File: src/rtl/vga_timing_pkg.sv
// Shared types and constants for the VGA raster timing generator.
// Holds the line/frame phase encoding, 640x480@60 default timing,
// and the colour-bar table used when TEST_PATTERN_EN is defined.
package vga_timing_pkg;

  // Raster phase within a line (horizontal) or a frame (vertical).
  typedef enum logic [1:0] {
    ACT  = 2'd0,
    FP   = 2'd1,
    SYNC = 2'd2,
    BP   = 2'd3
  } phase_e;

  // 640x480@60 timing (25.175 MHz pixel rate).
  localparam int unsigned DEF_H_ACTIVE = 640;
  localparam int unsigned DEF_H_FP     = 16;
  localparam int unsigned DEF_H_SYNC   = 96;
  localparam int unsigned DEF_H_BP     = 48;
  localparam int unsigned DEF_V_ACTIVE = 480;
  localparam int unsigned DEF_V_FP     = 10;
  localparam int unsigned DEF_V_SYNC   = 2;
  localparam int unsigned DEF_V_BP     = 33;

  localparam int unsigned NUM_BARS = 8;

  typedef struct packed {
    logic [7:0] r;
    logic [7:0] g;
    logic [7:0] b;
  } rgb_t;

  // Colour of each vertical bar, left to right.
  function automatic rgb_t bar_colour(input logic [2:0] idx);
    rgb_t c;
    unique case (idx)
      3'd0:    c = {8'hFF, 8'hFF, 8'hFF};  // white
      3'd1:    c = {8'hFF, 8'hFF, 8'h00};  // yellow
      3'd2:    c = {8'h00, 8'hFF, 8'hFF};  // cyan
      3'd3:    c = {8'h00, 8'hFF, 8'h00};  // green
      3'd4:    c = {8'hFF, 8'h00, 8'hFF};  // magenta
      3'd5:    c = {8'hFF, 8'h00, 8'h00};  // red
      3'd6:    c = {8'h00, 8'h00, 8'hFF};  // blue
      default: c = {8'h00, 8'h00, 8'h00};  // black
    endcase
    return c;
  endfunction

endpackage

File: src/rtl/vga_axis_counter.sv
// One raster axis: position counter plus ACT/FP/SYNC/BP phase FSM.
// Ports:
//   clk, reset_n : clock, synchronous active-low reset
//   step         : advance one position this clock
//   cnt          : current position 0..TOTAL-1
//   phase        : current phase of the position in cnt
//   wrap         : combinational, high when this step leaves the last position
module vga_axis_counter
  import vga_timing_pkg::*;
#(
  parameter int unsigned ACTIVE = 640,
  parameter int unsigned FP     = 16,
  parameter int unsigned SYNC   = 96,
  parameter int unsigned BP     = 48,
  localparam int unsigned TOTAL = ACTIVE + FP + SYNC + BP,
  localparam int unsigned W     = $clog2(TOTAL)
) (
  input  logic         clk,
  input  logic         reset_n,
  input  logic         step,
  output logic [W-1:0] cnt,
  output phase_e       phase,
  output logic         wrap
);

  logic [W-1:0] cnt_q, cnt_d;
  phase_e       phase_q, phase_d;
  logic         last_c;

  assign last_c = (cnt_q == W'(TOTAL - 1));
  assign wrap   = step && last_c;
  assign cnt    = cnt_q;
  assign phase  = phase_q;

  // Next position and phase; the phase changes on the step that leaves
  // the last position of the current phase.
  always_comb begin
    cnt_d   = cnt_q;
    phase_d = phase_q;
    if (step) begin
      cnt_d = last_c ? '0 : cnt_q + W'(1);
      unique case (phase_q)
        vga_timing_pkg::ACT:
          if (cnt_q == W'(ACTIVE - 1)) phase_d = vga_timing_pkg::FP;
        vga_timing_pkg::FP:
          if (cnt_q == W'(ACTIVE + FP - 1)) phase_d = vga_timing_pkg::SYNC;
        vga_timing_pkg::SYNC:
          if (cnt_q == W'(ACTIVE + FP + SYNC - 1)) phase_d = vga_timing_pkg::BP;
        vga_timing_pkg::BP:
          if (last_c) phase_d = vga_timing_pkg::ACT;
        default:
          phase_d = vga_timing_pkg::ACT;
      endcase
    end
  end

  always_ff @(posedge clk) begin
    if (!reset_n) begin
      cnt_q   <= '0;
      phase_q <= vga_timing_pkg::ACT;
    end else begin
      cnt_q   <= cnt_d;
      phase_q <= phase_d;
    end
  end

endmodule

File: src/rtl/vga_timing_gen.sv
// VGA raster timing generator: HS, VS, BLANK_N, pixel coordinates and
// line/frame start pulses, all registered one pixel tick after the
// position they describe.
// Ports:
//   clk, reset_n  : clock, synchronous active-low reset (priority over en)
//   en            : pixel tick; nothing advances without it
//   oVGA_HS/VS    : syncs, asserted level HS_POL / VS_POL
//   oVGA_BLANK_N  : 1 while in the visible area
//   oX, oY        : column / line of the position being output
//   oLine_start   : one-clock pulse with the first pixel of each visible line
//   oFrame_start  : one-clock pulse with pixel (0,0)
//   oR/oG/oB      : colour-bar test pattern, only when TEST_PATTERN_EN is defined
module vga_timing_gen
  import vga_timing_pkg::*;
#(
  parameter int unsigned H_ACTIVE = DEF_H_ACTIVE,
  parameter int unsigned H_FP     = DEF_H_FP,
  parameter int unsigned H_SYNC   = DEF_H_SYNC,
  parameter int unsigned H_BP     = DEF_H_BP,
  parameter int unsigned V_ACTIVE = DEF_V_ACTIVE,
  parameter int unsigned V_FP     = DEF_V_FP,
  parameter int unsigned V_SYNC   = DEF_V_SYNC,
  parameter int unsigned V_BP     = DEF_V_BP,
  parameter bit          HS_POL   = 1'b0,
  parameter bit          VS_POL   = 1'b0,
  localparam int unsigned H_TOTAL = H_ACTIVE + H_FP + H_SYNC + H_BP,
  localparam int unsigned V_TOTAL = V_ACTIVE + V_FP + V_SYNC + V_BP,
  localparam int unsigned XW      = $clog2(H_TOTAL),
  localparam int unsigned YW      = $clog2(V_TOTAL)
) (
  input  logic          clk,
  input  logic          reset_n,
  input  logic          en,
  output logic          oVGA_HS,
  output logic          oVGA_VS,
  output logic          oVGA_BLANK_N,
  output logic [XW-1:0] oX,
  output logic [YW-1:0] oY,
  output logic          oLine_start,
  output logic          oFrame_start
`ifdef TEST_PATTERN_EN
  ,
  output logic [7:0]    oR,
  output logic [7:0]    oG,
  output logic [7:0]    oB
`endif
);

  logic [XW-1:0] h_cnt;
  logic [YW-1:0] v_cnt;
  phase_e        h_phase, v_phase;
  logic          h_wrap, v_wrap;

  vga_axis_counter #(
    .ACTIVE (H_ACTIVE),
    .FP     (H_FP),
    .SYNC   (H_SYNC),
    .BP     (H_BP)
  ) u_h_axis (
    .clk     (clk),
    .reset_n (reset_n),
    .step    (en),
    .cnt     (h_cnt),
    .phase   (h_phase),
    .wrap    (h_wrap)
  );

  // h_wrap already includes en, so the line advances once per line end.
  vga_axis_counter #(
    .ACTIVE (V_ACTIVE),
    .FP     (V_FP),
    .SYNC   (V_SYNC),
    .BP     (V_BP)
  ) u_v_axis (
    .clk     (clk),
    .reset_n (reset_n),
    .step    (h_wrap),
    .cnt     (v_cnt),
    .phase   (v_phase),
    .wrap    (v_wrap)
  );

  logic          blank_n_q, blank_n_d;
  logic          hs_q, hs_d;
  logic          vs_q, vs_d;
  logic [XW-1:0] x_q, x_d;
  logic [YW-1:0] y_q, y_d;
  logic          line_start_q, line_start_d;
  logic          frame_start_q, frame_start_d;
  // Set while the counters sit at (0,0) waiting for the tick that shows it.
  logic          frame_pend_q, frame_pend_d;

`ifdef TEST_PATTERN_EN
  localparam int unsigned BAR_W = (H_ACTIVE / NUM_BARS == 0) ? 1 : H_ACTIVE / NUM_BARS;

  rgb_t          rgb_q, rgb_d;
  logic [XW-1:0] bar_div_c;
  logic [2:0]    bar_sel_c;

  // Bar index, clamped so any remainder columns take the last bar.
  always_comb begin
    bar_div_c = h_cnt / XW'(BAR_W);
    bar_sel_c = (bar_div_c > XW'(NUM_BARS - 1)) ? 3'(NUM_BARS - 1) : 3'(bar_div_c);
  end
`endif

  // Output decode of the pre-advance position; holds when en is low,
  // except the pulses which always drop.
  always_comb begin
    blank_n_d     = blank_n_q;
    hs_d          = hs_q;
    vs_d          = vs_q;
    x_d           = x_q;
    y_d           = y_q;
    line_start_d  = 1'b0;
    frame_start_d = 1'b0;
    frame_pend_d  = frame_pend_q;
`ifdef TEST_PATTERN_EN
    rgb_d         = rgb_q;
`endif
    if (en) begin
      blank_n_d     = (h_phase == ACT) && (v_phase == ACT);
      hs_d          = (h_phase == SYNC) ? HS_POL : ~HS_POL;
      vs_d          = (v_phase == SYNC) ? VS_POL : ~VS_POL;
      x_d           = h_cnt;
      y_d           = v_cnt;
      line_start_d  = (h_cnt == '0) && (v_phase == ACT);
      frame_start_d = frame_pend_q;
      frame_pend_d  = v_wrap;
`ifdef TEST_PATTERN_EN
      rgb_d         = ((h_phase == ACT) && (v_phase == ACT)) ? bar_colour(bar_sel_c) : '0;
`endif
    end
  end

  always_ff @(posedge clk) begin
    if (!reset_n) begin
      blank_n_q     <= 1'b0;
      hs_q          <= ~HS_POL;
      vs_q          <= ~VS_POL;
      x_q           <= '0;
      y_q           <= '0;
      line_start_q  <= 1'b0;
      frame_start_q <= 1'b0;
      frame_pend_q  <= 1'b1;
`ifdef TEST_PATTERN_EN
      rgb_q         <= '0;
`endif
    end else begin
      blank_n_q     <= blank_n_d;
      hs_q          <= hs_d;
      vs_q          <= vs_d;
      x_q           <= x_d;
      y_q           <= y_d;
      line_start_q  <= line_start_d;
      frame_start_q <= frame_start_d;
      frame_pend_q  <= frame_pend_d;
`ifdef TEST_PATTERN_EN
      rgb_q         <= rgb_d;
`endif
    end
  end

  assign oVGA_HS      = hs_q;
  assign oVGA_VS      = vs_q;
  assign oVGA_BLANK_N = blank_n_q;
  assign oX           = x_q;
  assign oY           = y_q;
  assign oLine_start  = line_start_q;
  assign oFrame_start = frame_start_q;
`ifdef TEST_PATTERN_EN
  assign oR           = rgb_q.r;
  assign oG           = rgb_q.g;
  assign oB           = rgb_q.b;
`endif

endmodule

File: config.mk
export PLATFORM = sky130hd
export DESIGN_NAME = vga_timing_gen
export DESIGN_NICKNAME = d
export VERILOG_FILES = /design/src/rtl/vga_timing_pkg.sv /design/src/rtl/vga_axis_counter.sv /design/src/rtl/vga_timing_gen.sv
export SDC_FILE = /design/constraint.sdc
export NUM_CORES = 1
export LEC_CHECK = 0
export BUFFER_PORTS_ARGS = -buffer_cell sky130_fd_sc_hd__buf_2
export CAP_MARGIN = 20
export CORE_MARGIN = 8
export CORE_UTILIZATION = 33
export DETAILED_ROUTE_END_ITERATION = 10
export PLACE_DENSITY = 0.46
export SLEW_MARGIN = 20
export SYNTH_ARGS = -nofsm -noshare
export SYNTH_HDL_FRONTEND = slang
export SYNTH_HIERARCHICAL = 1
export SYNTH_SLANG_ARGS = --single-unit
File: constraint.sdc
create_clock -name clk -period 2.9 [get_ports clk]
set_input_delay 0.145 -clock clk [delete_from_list [all_inputs] [get_ports clk]]
set_output_delay 0.145 -clock clk [all_outputs]
set_load 0.01 [all_outputs]
Word level (Yosys, flattened, before mapping). Cells that the tools add are included.

Add/sub/neg operators: 2. Reductions and logical operators: 10. Multiplexer cells: 14. Equal/unequal tests: 22.

Operators with widths (number): 10-bit == test (second input constant) (5); 10-bit by 9-bit == test with 1-bit output (second input constant) (3); 10-bit by 1-bit adder with 10-bit output (second input constant) (2); 10-bit two-way mux (2); 2-bit two-way mux (8); 2-bit by 1-bit != test with 1-bit output (second input constant) (8); 2-bit one-hot mux with 4 select lines (2); 10-bit zero test (1); 5-bit AND reduction (2); 2-bit == test (second input constant) (4); 2-bit by 1-bit == test with 1-bit output (second input constant) (2); 1-bit logical AND (4); 2-bit zero test (2); 1-bit two-way mux (2); 2-bit AND reduction (1).

Output and inout bits: 25. Register bits after elaboration: 50. Bits of input ports: 3. Word-level logic and storage cells: 60.

Logic depth before layout (Yosys ltp). Gate-level depths: netlist (run 1).

Word-level depth: 3. Gate-level depth with buffers: 9. Mapped depth without buffers: 8.

Hierarchy. Netlist (run 1), hierarchy kept.

By module, submodules not included: vga_timing_gen (sequential area each 520.5 um2, cells an instance 87, instances 1, area an instance 1008.5 um2); vga_axis_counter (u_v_axis) (sequential area each 240.2 um2, cells an instance 84, instances 1, area an instance 734.5 um2); vga_axis_counter (u_h_axis) (sequential area each 240.2 um2, cells an instance 78, instances 1, area an instance 698.2 um2).

Worst setup path after synthesis (run 1). OpenSTA, ideal clock, no wires.

Path type: reg-to-reg. From: register u_h_axis.cnt_q[0] (netlist: u_h_axis/cnt[0]). To: register u_v_axis.phase_q[0] (netlist: u_v_axis/phase[0]). Setup time: 0.129 ns. Path slack: 0.961 ns. Buffers on the path: 1. Data required time: 2.771 ns. Cell stages (with the launch flop): 10. Clock period less this slack: 1.939 ns. Data arrival time: 1.810 ns. Cells stage by stage: dfxtp_1 > ha_1 > nand3_2 > nor2_1 > and4_1 > buf_2 > nand2_1 > nor4_1 > o2111ai_1 > mux2i_1.

Longest elaborated chain between the ends: 3.

Ends and longest elaborated chain: from (decl) (line vga_axis_counter.sv:26) `logic [W-1:0] cnt_q, cnt_d;`; from (signal assigned) (line vga_axis_counter.sv:62) `cnt_q <= cnt_d;`; 10-bit == test (line vga_axis_counter.sv:30) `assign last_c = (cnt_q == W'(TOTAL - 1));`; 1-bit logical AND (line vga_axis_counter.sv:31) `assign wrap = step && last_c;`; net h_wrap (line vga_timing_gen.sv:52) `logic h_wrap, v_wrap;`; 5-bit AND reduction (no source line); to (signal assigned) (line vga_axis_counter.sv:60) `phase_q <= vga_timing_pkg::ACT;`; to (signal assigned) (line vga_axis_counter.sv:63) `phase_q <= phase_d;`; to (decl) (line vga_axis_counter.sv:27) `phase_e phase_q, phase_d;`.

The timed path passes the listed nets, and every way through them passes these cells. A chain may end at the register's enable or synchronous reset.

Worst setup path after layout (run 1).
From: register u_h_axis.cnt_q[0] (netlist: u_h_axis/cnt[0]). To: register u_v_axis.cnt_q[3] (netlist: u_v_axis/cnt[3]).

Longest elaborated chain between the ends: 2.

Ends and longest elaborated chain (line): 10-bit == test (vga_axis_counter.sv:30); 1-bit logical AND (vga_axis_counter.sv:31); net h_wrap (vga_timing_gen.sv:52); to (signal assigned) (vga_axis_counter.sv:62); to (decl) (vga_axis_counter.sv:26).

The timed path passes the listed nets, and every way through them passes these cells.

==> impl_results.md, run 1 <==
* DRT Pass-1 Iters at 4
* Worst reg2reg startpoint: u_h_axis/cnt[0]
* Post-synth cell types at 42
* Number of global-route vias before repair at ~1,600
* Simple-gate share of the synthesized area at 0.253
* Worst R2R End: u_v_axis/cnt[3]
* Htree depth at 2
* Clk buf depth at 2
* Clk root buf: clkbuf_8
* Number of synthesized register bits at 50
* Post-Syn Nets at between 200 and 300
* Avg Inst Size Synth at about 10 sq um
* Met1 wire length at 2800 um
* Number of vias per cell at 4.66
* HPWL after detailed placement at 3430 um
* Worst Clk Skew at approximately 5.4 ps
* Synth async-reset ratio at 0
* Register area share after synthesis at 0.410
* CP Launch Type: register
* Initial Util at 0.338
* Final setup viols at 0
* Met3 WL at 278 um
* Routed WL at around 5100 um
* Ys flop type: dfxtp_1
* Row count at 31
* Total negative slack at 0 ps
* NumNets Final at slightly below 300
* Die ar. at ~10,000 sq um
* DR vias at about 1,700
* Placer's final routability congestion estimate at between 0.7 and 0.8
* Crit path DAT at 2510 ps
* Post-Syn Instances at between 200 and 250
* Slew HR at 0.586
* # diodes at 0
* Worst-Margin Slew at slightly above 600 ps
* All-layer global routing usage at 0.104
* Final Max Slew Viols at 0
* Max VDD drop at around 0.16 mV
* Final Worst Setup Slack at between 500 and 600 ps
* Post-Synth XOR/XNOR Area at 0.0646
* Clk slew on worst S/H paths at 100 ps
* Post-synthesis mux area share at 0.107
* Data required time of the worst path at 3080 ps
* Final hold violation count at 0
* Setup CP Type: reg2reg
* Outcome: finished, final reports clean
* Worst r2r path cells at 7
* Post-synth EDFFs at 0
* CORE AREA at 7210 sq um
* Wirelength per Cell at between 10 and 15 um
* Critical path peak fanout at 11
* Final ANT Viol Nets at 0
* Largest net degree at the start of global routing at 40
* Global-route wire length before repair at 8480 um
* I/O Pins at 28
* Die Ht at around 100 um
* PwrDens at ~460 nW/um^2
* DRC at 0
* Top layer in use: met4
* Adder-Cell Fraction of Synth Area at 0.0718
* CP endpoint kind: register
* CP endpoint: u_v_axis/cnt[3]
* Postcts setup bufs at 0
* Post-CTS resize count at 0
* Fmax achieved at 0.429 GHz
* Ys Warns at 6
* Most frequent cells in the layout: dfxtp_1 (50), buf_2 (27), mux2i_1 (26), nor2_1 (26), nor2b_1 (24)
* CTS sink cnt at 50
* Commonest non-fill, non-tap cell in the layout: dfxtp_1
* RSZ-0062 raised after global routing: no
* Reg2reg setup slack at roughly 570 ps
* CTS Buf Count at 5
* Die width at 102 um
* Antenna violations before repair at 0
* Largest family of logic cells by synthesized area: simple AND/OR/NAND/NOR gates
* P&R area growth vs syn at 11.6%
* CTS tree: done
* Port bufs at 27
* Final period utilization at 0.804
* Pre-CTS WS at roughly 570 ps
* Mapped cell area at about 2400 sq um
* Clock Latency Late Sink at approximately 300 ps
* Hold Crit Class: in2reg
* Complex-gate fraction of the synthesized area at 0.0441
* Share of layout cells above drive strength 1 at 0.156
* Fin crit period at 2330 ps
* Max_cap viols at 0
* Initial DRC count at 99
* Leak at roughly 1.1 nW
* Hold_buf cts at 0
* Met2 WL at 1950 um
* Critical path launch point: u_h_axis/cnt[0]
* Grt total ovfl at 0
-- how the worst min path moves through the flow --
stage | cells past startpoint | end | startpoint
detailed placement | 2 | frame_pend_q | frame_pend_q
global placement | 2 | oVGA_BLANK_N | oVGA_BLANK_N
floorplan | 1 | u_h_axis/cnt[4] | reset_n
global route | 6 | u_h_axis/cnt[8] | en
CTS | 6 | u_h_axis/cnt[8] | en
finish | 6 | u_h_axis/cnt[8] | en
-- state kept, by name, summed over array words and instances, names as in the netlist --
signal,flops
u_v_axis/phase,2
u_h_axis/phase,2
oVGA_BLANK_N,1
oVGA_HS,1
u_v_axis/cnt,10
u_h_axis/cnt,10
oLine_start,1
frame_pend_q,1
oX,10
oFrame_start,1
oY,10
oVGA_VS,1
-- critical path: stages (launching register included) --
cell and delay [ps]:
dfxtp_1 440, ha_1 260, nand3_2 110, nor2_1 200
and4_1 470, and4_2 310, nand2b_1 330, nor2_1 90
-- where the power goes --
group	total, mW	switching (mW)	internal, mW
logic	0.0560	0.0325	0.0235
clock network	0.503	0.245	0.258
registers	0.701	0.00691	0.694
-- layout make-up --
| cell class | instances | area (sq um) |
|---|---|---|
| fill | 753 | 4490 |
| timing repair buffer | 28 | 143 |
| clock inverter | 2 | 37.5 |
| clock buffer | 6 | 72.6 |
| multi-input combinational | 181 | 1320 |
| tap | 99 | 124 |
| sequential | 50 | 1000 |
| inverter | 8 | 30.0 |
-- cell usage after synthesis, types with 3 or more instances --
cell type	instances	share of area
nor2_1	26	0.040
mux2i_1	26	0.11
nor2b_1	24	0.062
nor4_1	4	0.010
nand4_1	9	0.023
nand2_1	19	0.029
ha_1	14	0.072
nor3_1	3	0.0061
inv_1	8	0.012
xor2_1	7	0.025
and3_1	4	0.010
buf_6	3	0.014
xnor2_1	11	0.039
clkbuf_1	3	0.0046
nand2b_1	3	0.0077
dfxtp_1	50	0.41
nand3_1	3	0.0061
-- stage by stage --
step	hold WS [ps]	util	instances	instance area [sq um]	total power, mW
finish	304	0.378	374	2730	1.26
global route	344	0.378	374	2730	1.33
CTS	295	0.378	374	2730	1.27
detailed placement	458	0.362	366	2620	0.774
global placement	470	0.362	366	2620	0.776
floorplan	267	-	249	2440	0.763
-- per-layer routing --
layer,track usage,vias to the layer above
met5,0,-
met4,0.0305,0
met3,0.0341,2
met2,0.136,35
met1,0.153,803
li1,-,901
-- cells by family (layout without fill, tap and decap cells) --
group | after synthesis | after routing
AND/OR/NAND/NOR | 110 | 110
flip-flops | 50 | 50
multiplexers | 26 | 26
XOR/XNOR | 18 | 18
buffers and inverters | 18 | 44
adder cells (fa/ha/maj) | 14 | 14
AO/OA/AOI/OAI | 13 | 13
Power figures use the tool's default switching activity.
==> run 2, diff against run 1 <==
==> constraint.sdc (replaced) <==
create_clock -name clk -period 2.18 [get_ports clk]
set_input_delay 0.109 -clock clk [delete_from_list [all_inputs] [get_ports clk]]
set_output_delay 0.109 -clock clk [all_outputs]
set_load 0.01 [all_outputs]
==> impl_results.md, run 2 (synthesized netlist as in run 1, its figures left out) <==
* Outcome: finished, final reports clean
* Total negative slack at 0 ps (unchanged)
* Leak at 1.14 nW (+4.8%)
* CTS sink cnt at 50 (unchanged)
* Final Max Slew Viols at 0 (unchanged)
* Post-CTS resize count at 0 (unchanged)
* Fmax achieved at 0.510 GHz (+19%)
* Grt total ovfl at 0 (unchanged)
* CTS Buf Count at 5 (unchanged)
* Number of global-route vias before repair at 1,716 (+7.0%)
* Setup CP Type: reg2reg
* Number of vias per cell at 4.57 (-1.8%)
* Tot Pwr at 1.67 mW (+33%)
* Register Area at 1000 sq um (unchanged)
* I/O Pins at 28 (unchanged)
* PwrDens at 598 nW/um^2 (+29%)
* Final setup viols at 0 (unchanged)
* Port bufs at 27 (unchanged)
* Layout fillers at 758 (+0.66%)
* Clock Latency Late Sink at 300 ps (about the same)
* Worst Clk Skew at 5.99 ps (+0.631 ps)
* Global-route wire length before repair at 8760 um (+3.3%)
* DR vias at 1,756 (+0.86%)
* CTS tree: done
* Die width at 102 um (unchanged)
* Multi-input gate area at 1320 sq um (unchanged)
* P&R area growth vs syn at 14.7%
* Hold Path Cell Cnt at 2 (-4)
* Worst R2R End: u_v_axis/phase[0]
* Reg2reg setup slack at 220 ps (-350 ps)
* CP Launch Type: register
* RSZ-0062 raised after global routing: no
* NumNets Final at 301 (+3.4%)
* Data required time of the worst path at 2370 ps (-710 ps)
* Max VDD drop at 0.312 mV (+92%)
* Crit path DAT at 2150 ps (-360 ps)
* Most frequent cells in the layout: dfxtp_1 (50), buf_2 (27), mux2i_1 (26), nor2_1 (26), nor2b_1 (24)
* Hold Crit Class: in2reg
* # diodes at 0 (unchanged)
* Hold_buf cts at 0 (unchanged)
* Routed WL at 5210 um (+3.0%)
* Final ANT Viol Nets at 0 (unchanged)
* Final period utilization at 0.899 (+0.0950)
* Slew HR at 0.647 (+0.0602)
* Worst-Margin Slew at 530 ps (-90.3 ps)
* Critical path peak fanout at 7 (-4)
* All-layer global routing usage at 0.107 (+0.00304)
* Commonest non-fill, non-tap cell in the layout: dfxtp_1
* Die Ht at 102 um (unchanged)
* Worst r2r path cells at 8 (+1)
* Antenna violations before repair at 0 (unchanged)
* Postcts setup bufs at 0 (unchanged)
* Row count at 31 (unchanged)
* CP endpoint kind: register
* Htree depth at 2 (unchanged)
* Final hold violation count at 0 (unchanged)
* Clk buf depth at 2 (unchanged)
* HPWL after detailed placement at 3610 um (+5.5%)
* Worst reg2reg startpoint: u_h_axis/cnt[0]
* Largest net degree at the start of global routing at 37 (-7.5%)
* Worst Hold End: frame_pend_q
* Initial DRC count at 79 (-20%)
* Placer's final routability congestion estimate at 0.745 (-2.0%)
* Die ar. at 10,400 sq um (unchanged)
* Clk root buf: clkbuf_8
* Wirelength per Cell at 13.6 um (+0.34%)
* CORE AREA at 7210 sq um (unchanged)
* DRC at 0 (unchanged)
* Worst min-delay path startpoint: reset_n
* Share of layout cells above drive strength 1 at 0.186 (+0.0296)
* DRT Pass-1 Iters at 4 (unchanged)
* Clk slew on worst S/H paths at 90 ps (about the same)
* Max_cap viols at 0 (unchanged)
* Fin crit period at 1960 ps (-372 ps)
* Initial Util at 0.338 (unchanged)
==> run 2: cell count changes in the layout (fill, tap and decap cells not counted) <==
cell,previous run,this run
buf_4,1,11
==> run 2: worst max-delay path, cell delays in order (launching register included) <==
cell and delay [ps]:
dfxtp_1 350, ha_1 220, nand3_2 110, nor2_1 180, and4_1 360, nand2_1 80, nor4_1 170, o2111ai_1 220
mux2i_1 160
==> run 2: per-stage QoR <==
step / utilization / hold WS [ps] / cells / setup WS (ps) / area [sq um]
finish: 0.388 / 178 / 384 / 220 / 2800
detailed placement: 0.373 / 467 / 376 / 201 / 2690
global route: 0.388 / 214 / 384 / 19.9 / 2800
floorplan: - / 231 / 249 / 241 / 2440
CTS: 0.388 / 181 / 384 / 180 / 2800
global placement: 0.373 / 473 / 376 / 277 / 2690
==> run 2: routing by layer <==
metal | track usage | share of wire | up-vias
met5 | 0 | 0 | -
met4 | 0.0406 | 0.0073 | 0
met3 | 0.0320 | 0.050 | 4
met2 | 0.146 | 0.39 | 34
met1 | 0.151 | 0.55 | 796
li1 | - | - | 922
==> run 2: area by class of cell <==
cell class	count	share of cell area
multi-input combinational	181	0.471
timing repair buffer	38	0.0777
clock buffer	6	0.0259
tap	99	0.0442
clock inverter	2	0.0134
sequential	50	0.357
inverter	8	0.0107
==> run 2: worst max path at each step <==
stage	startpoint	end	depth (start not counted)
6_report	u_h_axis/cnt[0]	u_v_axis/phase[0]	8
5_1_grt	u_h_axis/cnt[0]	u_v_axis/phase[0]	8
4_1_cts	u_h_axis/cnt[0]	u_v_axis/phase[0]	8
3_5_place_dp	u_h_axis/cnt[0]	u_v_axis/phase[0]	8
3_3_place_gp	u_h_axis/cnt[0]	u_v_axis/phase[0]	8
2_1_floorplan	u_h_axis/cnt[0]	u_v_axis/phase[0]	9
==> run 2: power breakdown <==
part | leakage (nW) | total (mW) | switching [mW] | internal [mW]
Sequential | 0.404 | 0.928 | 0.00472 | 0.923
Combinational | 0.687 | 0.0889 | 0.0509 | 0.0380
Clock | 0.0514 | 0.657 | 0.315 | 0.343
